--- src/rtl/io_fifo_interface.sv ---
`default_nettype none
// ============================================================================
//  Module   : io_fifo_interface
//  Brief    : Memory-mapped UART bridge with TX/RX FIFOs, occupancy readback
//             and sticky W1C error flags. Optional Irq via IO_FIFO_IRQ_EN.
//  Revision : 1.0 - initial release
// ============================================================================
module io_fifo_interface #(
    parameter int          DATA_WIDTH = 8,
    parameter int          TX_DEPTH   = 8,
    parameter int          RX_DEPTH   = 8,
    parameter logic [31:0] BASE_ADDR  = 32'h8000_0000
) (
    input  logic        Clock,
    input  logic        Reset,
    input  logic [31:0] Addr,
    input  logic [31:0] WData,
    input  logic [3:0]  IO_trans,
    input  logic        IO_recv,
    output logic [31:0] RData,
    output logic [7:0]  UartDataIn,
    output logic        UartDataInValid,
    input  logic        UartDataInReady,
    input  logic [7:0]  UartDataOut,
    input  logic        UartDataOutValid,
    output logic        UartDataOutReady
`ifdef IO_FIFO_IRQ_EN
    ,
    output logic        Irq
`endif
);

    localparam int c_tx_aw = $clog2(TX_DEPTH);
    localparam int c_rx_aw = $clog2(RX_DEPTH);
    localparam logic [c_tx_aw:0] c_tx_full_cnt = TX_DEPTH[c_tx_aw:0];
    localparam logic [c_rx_aw:0] c_rx_full_cnt = RX_DEPTH[c_rx_aw:0];
    localparam logic [29:0]      c_base_word   = BASE_ADDR[31:2];

    // ------------------------------------------------------------------
    // Address decode (word granular, Addr[1:0] ignored)
    // ------------------------------------------------------------------
    logic w_sel_status, w_sel_rxdata, w_sel_txdata, w_sel_count, w_sel_irqen;
    logic w_wr, w_rd;

    assign w_sel_status = (Addr[31:2] == c_base_word);
    assign w_sel_rxdata = (Addr[31:2] == c_base_word + 30'd1);
    assign w_sel_txdata = (Addr[31:2] == c_base_word + 30'd2);
    assign w_sel_count  = (Addr[31:2] == c_base_word + 30'd3);
    assign w_sel_irqen  = (Addr[31:2] == c_base_word + 30'd4);
    assign w_wr         = |IO_trans;
    assign w_rd         = IO_recv;

    // ------------------------------------------------------------------
    // TX FIFO
    // ------------------------------------------------------------------
    logic [DATA_WIDTH-1:0] r_tx_mem [TX_DEPTH];
    logic [c_tx_aw-1:0]    r_tx_wr_ptr, r_tx_rd_ptr;
    logic [c_tx_aw:0]      r_tx_count;
    logic w_tx_full, w_tx_empty, w_tx_pop, w_tx_req, w_tx_push, w_tx_ovf_set;

    assign w_tx_full    = (r_tx_count == c_tx_full_cnt);
    assign w_tx_empty   = (r_tx_count == '0);
    assign w_tx_pop     = !w_tx_empty && UartDataInReady;
    assign w_tx_req     = w_wr && w_sel_txdata && IO_trans[0];
    // A full FIFO still accepts when the head leaves on the same edge.
    assign w_tx_push    = w_tx_req && (!w_tx_full || w_tx_pop);
    assign w_tx_ovf_set = w_tx_req && !w_tx_push;

    assign UartDataInValid = !w_tx_empty;
    assign UartDataIn      = 8'(r_tx_mem[r_tx_rd_ptr]);

    always_ff @(posedge Clock) begin
        if (w_tx_push) begin
            r_tx_mem[r_tx_wr_ptr] <= WData[DATA_WIDTH-1:0];
        end
    end

    always_ff @(posedge Clock or negedge Reset) begin
        if (!Reset) begin
            r_tx_wr_ptr <= '0;
            r_tx_rd_ptr <= '0;
            r_tx_count  <= '0;
        end else begin
            if (w_tx_push) r_tx_wr_ptr <= r_tx_wr_ptr + c_tx_aw'(1);
            if (w_tx_pop)  r_tx_rd_ptr <= r_tx_rd_ptr + c_tx_aw'(1);
            if (w_tx_push && !w_tx_pop)
                r_tx_count <= r_tx_count + (c_tx_aw+1)'(1);
            else if (!w_tx_push && w_tx_pop)
                r_tx_count <= r_tx_count - (c_tx_aw+1)'(1);
        end
    end

    // ------------------------------------------------------------------
    // RX FIFO
    // ------------------------------------------------------------------
    logic [DATA_WIDTH-1:0] r_rx_mem [RX_DEPTH];
    logic [c_rx_aw-1:0]    r_rx_wr_ptr, r_rx_rd_ptr;
    logic [c_rx_aw:0]      r_rx_count;
    logic w_rx_full, w_rx_empty, w_rx_push, w_rx_rd, w_rx_pop, w_rx_udf_set;

    assign w_rx_full    = (r_rx_count == c_rx_full_cnt);
    assign w_rx_empty   = (r_rx_count == '0);
    assign w_rx_push    = UartDataOutValid && !w_rx_full;
    assign w_rx_rd      = w_rd && w_sel_rxdata;
    // No bypass: a read of an empty FIFO underflows even if a byte lands now.
    assign w_rx_pop     = w_rx_rd && !w_rx_empty;
    assign w_rx_udf_set = w_rx_rd && w_rx_empty;

    assign UartDataOutReady = !w_rx_full;

    always_ff @(posedge Clock) begin
        if (w_rx_push) begin
            r_rx_mem[r_rx_wr_ptr] <= UartDataOut[DATA_WIDTH-1:0];
        end
    end

    always_ff @(posedge Clock or negedge Reset) begin
        if (!Reset) begin
            r_rx_wr_ptr <= '0;
            r_rx_rd_ptr <= '0;
            r_rx_count  <= '0;
        end else begin
            if (w_rx_push) r_rx_wr_ptr <= r_rx_wr_ptr + c_rx_aw'(1);
            if (w_rx_pop)  r_rx_rd_ptr <= r_rx_rd_ptr + c_rx_aw'(1);
            if (w_rx_push && !w_rx_pop)
                r_rx_count <= r_rx_count + (c_rx_aw+1)'(1);
            else if (!w_rx_push && w_rx_pop)
                r_rx_count <= r_rx_count - (c_rx_aw+1)'(1);
        end
    end

    // ------------------------------------------------------------------
    // Sticky error flags: clear first, a same-edge error event wins
    // ------------------------------------------------------------------
    logic r_tx_overflow, r_rx_underflow;
    logic w_wr_clear;

    assign w_wr_clear = w_wr && w_sel_status;

    always_ff @(posedge Clock or negedge Reset) begin
        if (!Reset) begin
            r_tx_overflow  <= 1'b0;
            r_rx_underflow <= 1'b0;
        end else begin
            r_tx_overflow  <= w_tx_ovf_set | (r_tx_overflow  & ~(w_wr_clear & WData[4]));
            r_rx_underflow <= w_rx_udf_set | (r_rx_underflow & ~(w_wr_clear & WData[5]));
        end
    end

    // ------------------------------------------------------------------
    // Optional interrupt
    // ------------------------------------------------------------------
    logic [31:0] w_irqen_rd;

`ifdef IO_FIFO_IRQ_EN
    logic [2:0] r_irq_en;
    logic       r_irq;

    always_ff @(posedge Clock or negedge Reset) begin
        if (!Reset) begin
            r_irq_en <= '0;
            r_irq    <= 1'b0;
        end else begin
            if (w_wr && w_sel_irqen) r_irq_en <= WData[2:0];
            r_irq <= (r_irq_en[0] & !w_rx_empty)
                   | (r_irq_en[1] & w_tx_empty)
                   | (r_irq_en[2] & (r_tx_overflow | r_rx_underflow));
        end
    end

    assign w_irqen_rd = {29'b0, r_irq_en};
    assign Irq        = r_irq;
`else
    assign w_irqen_rd = 32'b0;
`endif

    // ------------------------------------------------------------------
    // Read mux and registered load data
    // ------------------------------------------------------------------
    logic [31:0] w_rdata;

    always_comb begin
        w_rdata = 32'b0;
        if (w_sel_status) begin
            w_rdata = {26'b0, r_rx_underflow, r_tx_overflow, w_rx_full,
                       w_tx_empty, !w_rx_empty, !w_tx_full};
        end else if (w_sel_rxdata) begin
            w_rdata = w_rx_empty ? 32'b0 : 32'(r_rx_mem[r_rx_rd_ptr]);
        end else if (w_sel_count) begin
            w_rdata = {16'(r_rx_count), 16'(r_tx_count)};
        end else if (w_sel_irqen) begin
            w_rdata = w_irqen_rd;
        end
    end

    always_ff @(posedge Clock or negedge Reset) begin
        if (!Reset) begin
            RData <= 32'b0;
        end else if (w_rd) begin
            RData <= w_rdata;
        end
    end

    // Bits of the bus that this block never decodes.
    logic w_unused_bits;
    assign w_unused_bits = ^{Addr[1:0], WData, UartDataOut};

endmodule
`default_nettype wire
--- config.mk ---
export PLATFORM = sky130hd
export DESIGN_NAME = io_fifo_interface
export DESIGN_NICKNAME = d
export VERILOG_FILES = /design/src/rtl/io_fifo_interface.sv
export SDC_FILE = /design/constraint.sdc
export NUM_CORES = 1
export LEC_CHECK = 0
export CAP_MARGIN = 10
export CORE_UTILIZATION = 57
export CTS_CLUSTER_SIZE = 20
export DETAILED_ROUTE_END_ITERATION = 8
export DONT_BUFFER_PORTS = 1
export HOLD_SLACK_MARGIN = 0.1
export PLACE_DENSITY = 0.75
export SYNTH_ARGS = -nofsm -noshare
export SYNTH_HDL_FRONTEND = slang
export SYNTH_SLANG_ARGS = --single-unit
--- constraint.sdc ---
create_clock -name Clock -period 2.4 [get_ports Clock]
set_input_delay 0.24 -clock Clock [delete_from_list [all_inputs] [get_ports Clock]]
set_output_delay 0.24 -clock Clock [all_outputs]
set_load 0.01 [all_outputs]
Word-level counts from Yosys, hierarchy flattened
Memories as Yosys holds them, arrays and structs flattened.
Cells that the tools add are included.
{ "totals": {"reg_bits": 54, "latch_bits": 0, "ramBits": 128, "romBits": 0, "in_bits": 81, "out_inout_bits": 42, "elab_cells": 73, "memories": 2} }
{ "classes": {"n_addsub": 8, "n_mul": 0, "n_div": 0, "n_lt_le_gt_ge": 0, "eq_ne": 6, "shifts": 0, "n_mux": 12, "bitwise": 8, "reduce_logical": 28} }
{ "mem_list": {"columns": ["name", "depth", "width", "read_ports", "rd_ports_with_merged_regs", "wr", "line", "text"], "rows": [
  ["r_rx_mem", 8, 8, 1, 0, 1, "96", "logic [DATA_WIDTH-1:0] r_rx_mem [RX_DEPTH];"],
  ["r_tx_mem", 8, 8, 1, 0, 1, "56", "logic [DATA_WIDTH-1:0] r_tx_mem [TX_DEPTH];"]
]} }
{ "ops": {"columns": ["cell", "count"], "rows": [
  ["equality test 30 bit (second input constant)", 4],
  ["two-way mux 20 bit", 3],
  ["two-way mux 4 bit", 4],
  ["logical AND 1 bit", 14],
  ["adder 3 x 1 -> 3 bit (second input constant)", 4],
  ["adder 4 x 1 -> 4 bit (second input constant)", 2],
  ["equality test 4 bit (second input constant)", 2],
  ["zero test 1 bit", 8],
  ["zero test 4 bit", 2],
  ["two-way mux 8 bit", 1],
  ["subtractor 4 x 1 -> 4 bit (second input constant)", 2],
  ["bitwise AND 1 bit", 4],
  ["two-way mux 1 bit", 4],
  ["nonzero test 2 bit", 2],
  ["OR reduction 4 bit", 1],
  ["NOT 1 bit", 2],
  ["bitwise OR 1 bit", 2],
  ["logical OR 1 bit", 1]
]} }

Longest topological paths before layout
{ "logic_depth": {"word_depth": 9, "depth_mapped": 13, "mapped_depth_nobuf": 11} }

Least setup slack after synthesis
OpenSTA, ideal clock, no wires.
{ "synth_path": {"path_type": "reg2reg", "start": "reg r_tx_count[1]", "end": "reg r_tx_count[3]", "setup_ns": 0.080, "t_arrival_ns": 2.578, "required_ns": 2.320, "path_slack_ns": -0.258, "stages_incl_launch_ff": 13, "path_buffers": 1, "period_less_slack_ns": 2.658, "cell_sequence": "dfrtp_1 or3b_1 or3_4 nand3_2 buf_6 inv_1 ha_1 inv_1 ha_1 a21o_1 a21oi_1 mux2i_1 xnor2_1"} }
{ "synth_between": {"elab_chain_len": 8, "word_cells_on_any_way": 16, "cone_classes": "add/sub: 2; eq/ne: 1; mux: 2; reduce/logical: 11"} }
{ "synth_lines": {"columns": ["element", "line", "text"], "rows": [
  ["start: declaration", "58", "logic [c_tx_aw:0] r_tx_count;"],
  ["start signal: assignment", "87", "r_tx_count <= r_tx_count + (c_tx_aw+1)'(1);"],
  ["start signal: assignment", "89", "r_tx_count <= r_tx_count - (c_tx_aw+1)'(1);"],
  ["zero test 4 bit", "62", "assign w_tx_empty = (r_tx_count == '0);"],
  ["zero test 1 bit", "63", "assign w_tx_pop = !w_tx_empty && UartDataInReady;"],
  ["logical AND 1 bit", "63", null],
  ["logical OR 1 bit (*)", "66", "assign w_tx_push = w_tx_req && (!w_tx_full || w_tx_pop);"],
  ["logical AND 1 bit (*)", "66", null],
  ["net w_tx_push", "59", "logic w_tx_full, w_tx_empty, w_tx_pop, w_tx_req, w_tx_push, w_tx_ovf_set;"],
  ["zero test 1 bit", "88", "else if (!w_tx_push && w_tx_pop)"],
  ["logical AND 1 bit", "88", null],
  ["nonzero test 2 bit (no line)", null, null]
]} }
Mark *: on every way through the listed nets, which the timed path passes. The rest lies on a longest branch. The select of a mux whose other input is x is not followed.
A chain may end at the register's enable or synchronous reset.

Worst setup path after layout
{ "layout_path": {"start": "reg r_tx_count[2]", "end": "reg r_tx_count[3]"} }
The elaborated chain is that of the path after synthesis.

==> summary.md <==
| Metric | Value |
|---|---|
| Pre-CTS setup slack | `-0.0793 ns` |
| Status | `finished, violations left` |
| GRT Residual Overflow | `0` |
| HPWL after detailed placement | `about 8700 microns` |
| Synth warn | `0` |
| PortBufs | `0` |
| Post-Route Utilization | `70.3%` |
| Min-Delay Endpoint | `r_rx_underflow` |
| Cts bufs inserted | `17` |
| Layout Cells excl Fill | `646` |
| Failing checks | `setup timing` |
| Critical path class | `flip-flop to flip-flop` |
| Maximum vdd drop | `between 600 and 700 uV` |
| Min Clock Period, post-route | `around 2.4 ns` |
| Area contributors post-synth | `edfxtp_1 (55%), dfrtp_1 (12%), mux4_2 (10%)` |
| Sequential fraction of the synthesis area | `between 60 and 70%` |
| Avg Cell Area, Syn | `17.3 sq um` |
| Non-Filler Cell Area, Final | `8410 sq um` |
| Layout cells sized above 1 | `33.9%` |
| Worst Reg-to-Reg Cells | `11` |
| Placed instance area | `~7400 sq um` |
| Sink Count | `approximately 160` |
| Post-detailed-route wirelength per cell | `around 21 microns` |
| Top cell type's share of synthesized area | `55.1%` |
| Reg2reg start | `r_tx_count[2]` |
| Global-route wire length before repair | `between 20000 and 25000 microns` |
| Worst-path fanout max | `3` |
| Crit path required time | `~2.8 ns` |
| Largest net degree at the start of global routing | `35` |
| Starting Density | `just under 60%` |
| Crit path capture type | `flip-flop` |
| Primary FF master, synth | `edfxtp_1` |
| Clk buf depth | `2` |
| GR Util All Layers | `around a quarter` |
| Die Span X | `around 110 microns` |
| Reg clk slew, reported paths | `roughly 0.06 ns` |
| Worst Path Arrival | `about 2.8 ns` |
| Clock Latency Late Sink | `about 0.43 ns` |
| Critical path's largest stage delay | `about 0.41 ns` |
| Slowest cell on crit path | `or3b_4` |
| CP cell instances | `or3b_4, or3_4, nand3_2, inv_2, ha_4, inv_4, ha_4, a21o_1, a21oi_2, mux2i_1, xnor2_1` |
| Die ar. | `between 10000 and 15000 sq um` |
| Vias in the first global route | `slightly below 4000` |
| Crit start category | `flip-flop` |
| DR pass1 iterations | `6` |
| Slew HR | `~45%` |
| Mapped Area | `6980 sq um` |
| CORE AREA | `12000 sq um` |
| Max Fclk | `414 MHz` |
| Final GP Congestion | `0.781` |
| Total Wirelength | `approximately 14000 microns` |
| Synth area leader | `edfxtp_1` |
| Boundary Pins | `123` |
| Setup WS post-layout | `-0.0172 ns` |
| # nets final | `580` |
| Flop2flop setup slack | `-0.02 ns` |
| Asr flop ratio synth | `21.0%` |
| Skew final | `approximately 0.0090 ns` |
| Yosys reg bits | `between 150 and 200` |
| Hold Path Origin | `WData[5]` |
| Diode count | `0` |
| Min Hold Slack | `between 0.1 and 0.15 ns` |
| Die Y | `roughly 110 microns` |
| Htree depth | `4` |
| Count leader, synth | `edfxtp_1` |
| DR DRC count | `0` |
| Worst Hold Class | `input port to flip-flop` |
| ANT nets after route | `0` |
| Total chip power | `around 7.0 mW` |
| Hold Vio Cnt, Final | `0` |
| Synth-to-Final Area Change | `20.6%` |
| Final Max Slew Viols | `0` |
| Lkg Pwr | `roughly 3 nW` |
| DP Cell Count | `about 580` |
| Max-Cap Viols | `0` |
| Final period utilization | `101%` |
| Gate Count Post-Synth | `approximately 400` |
| Pwr dens | `833 nW/um^2` |
| Synth cell types | `between 50 and 60` |
| Fin Setup TNS | `-0.0172 ns` |
| Setup violators final | `1` |
| RSZ-0062 raised after global routing | `yes` |
| Via count | `around 3800` |
| CTS tree | `yes` |
| DR iter-0 viols | `between 200 and 300` |
| Initial antenna violation count | `0` |
| Synth top cells by count | `edfxtp_1 (128), dfrtp_1 (34), mux4_2 (32)` |
| Root buffer selected by CTS | `clkbuf_16` |
| Worst-margin pin slew | `0.826 ns` |
| Worst hold stages | `3` |
| Critical R2R Capture | `r_tx_count[3]` |
| Row cnt | `40` |
| Number of synthesized flops with an enable pin | `128` |
| DR vias/cell | `a little under 6` |
| Most common cell type on the critical path | `ha_4` |
-- critical path, delay by kind of cell, from the launching register on --
family / cells / cell delay, ns
AND/OR/NAND/NOR: 3 / 0.84
flip-flops: 1 / 0.38
adder cells (fa/ha/maj): 2 / 0.35
AO/OA/AOI/OAI: 2 / 0.29
multiplexers: 1 / 0.24
XOR/XNOR: 1 / 0.13
buffers and inverters: 2 / 0.11
-- cell usage in the layout, fill, tap and decap left out, types with 4 or more instances in the layout --
| cell | netlist | final |
|---|---|---|
| nor4_1 | 7 | 6 |
| nor4_4 | 0 | 4 |
| mux4_2 | 32 | 32 |
| buf_4 | 25 | 60 |
| dfrtp_1 | 34 | 32 |
| clkbuf_16 | 0 | 17 |
| o21ai_0 | 8 | 8 |
| inv_1 | 8 | 5 |
| nor2_1 | 12 | 12 |
| edfxtp_1 | 128 | 128 |
| mux2_2 | 11 | 11 |
| nor3_1 | 5 | 5 |
| ha_4 | 0 | 5 |
| inv_6 | 0 | 4 |
| mux2i_1 | 10 | 10 |
| clkinvlp_4 | 0 | 4 |
| conb_1 | 1 | 20 |
| a32o_1 | 5 | 5 |
| nand4_1 | 4 | 4 |
| ha_1 | 10 | 5 |
| nand2_1 | 20 | 18 |
| dlygate4sd3_1 | 0 | 22 |
| xnor2_1 | 14 | 14 |
-- logic make-up after synthesis --
family / share of synthesized area [%]
adders and majority gates: 2.37
DFF: 67.3
other: 0.0538
muxes: 13.9
AOI/OAI and AO/OA: 3.34
xor gates and xnor gates: 1.76
and+or+nand+nor: 7.07
buffers and inverters: 4.20
-- routing by layer --
layer,global-route usage (%),routed length [microns]
met2,39.5,7130
met5,0,0
met3,6.53,734
met1,29.5,5630
met4,9.96,280
-- how the worst max path moves through the flow --
stage / start / endpoint / slack (ns)
after floorplan: r_tx_count[1] / r_tx_count[3] / -0.13
after global placement: r_tx_count[2] / r_tx_count[3] / -0.03
final: r_tx_count[2] / r_tx_count[3] / -0.02
after detailed placement: r_tx_count[2] / r_tx_count[3] / -0.08
after global routing: r_tx_count[2] / r_tx_count[3] / -0.1
after CTS: r_tx_count[2] / r_tx_count[3] / -0.04
-- cell type report --
class	instances	area, sq um
flip-flops and latches	162	4700
repair buffers	85	713
well taps	147	184
inverters	10	40.0
clock buffers	17	425
multi-input cells	211	2190
fillers	758	3550
clock inverters	14	156
-- repair_timing --
| action | CTS | global route |
|---|---|---|
| setup endpoints to repair | 2 | 4 |
| gates resized for setup | 6 | 7 |
| hold buffers | 23 | 0 |
| endpoints found under the hold margin | 178 | 0 |
| setup buffers | 9 | 6 |
| pin swaps | 6 | 10 |
-- flip-flops by register name, summed over array words and instances, names as in the netlist --
name / cells
RData: 12
r_rx_count: 4
r_rx_mem: 64
r_rx_rd_ptr: 3
r_rx_underflow: 1
r_rx_wr_ptr: 3
r_tx_count: 4
r_tx_mem: 64
r_tx_overflow: 1
r_tx_rd_ptr: 3
r_tx_wr_ptr: 3
-- report_power, final --
group | internal [mW] | switching (mW)
Sequential | 3.26 | 0.105
Clock | 1.54 | 1.10
Combinational | 0.506 | 0.498
No activity file was read; power rests on OpenSTA's default activity.
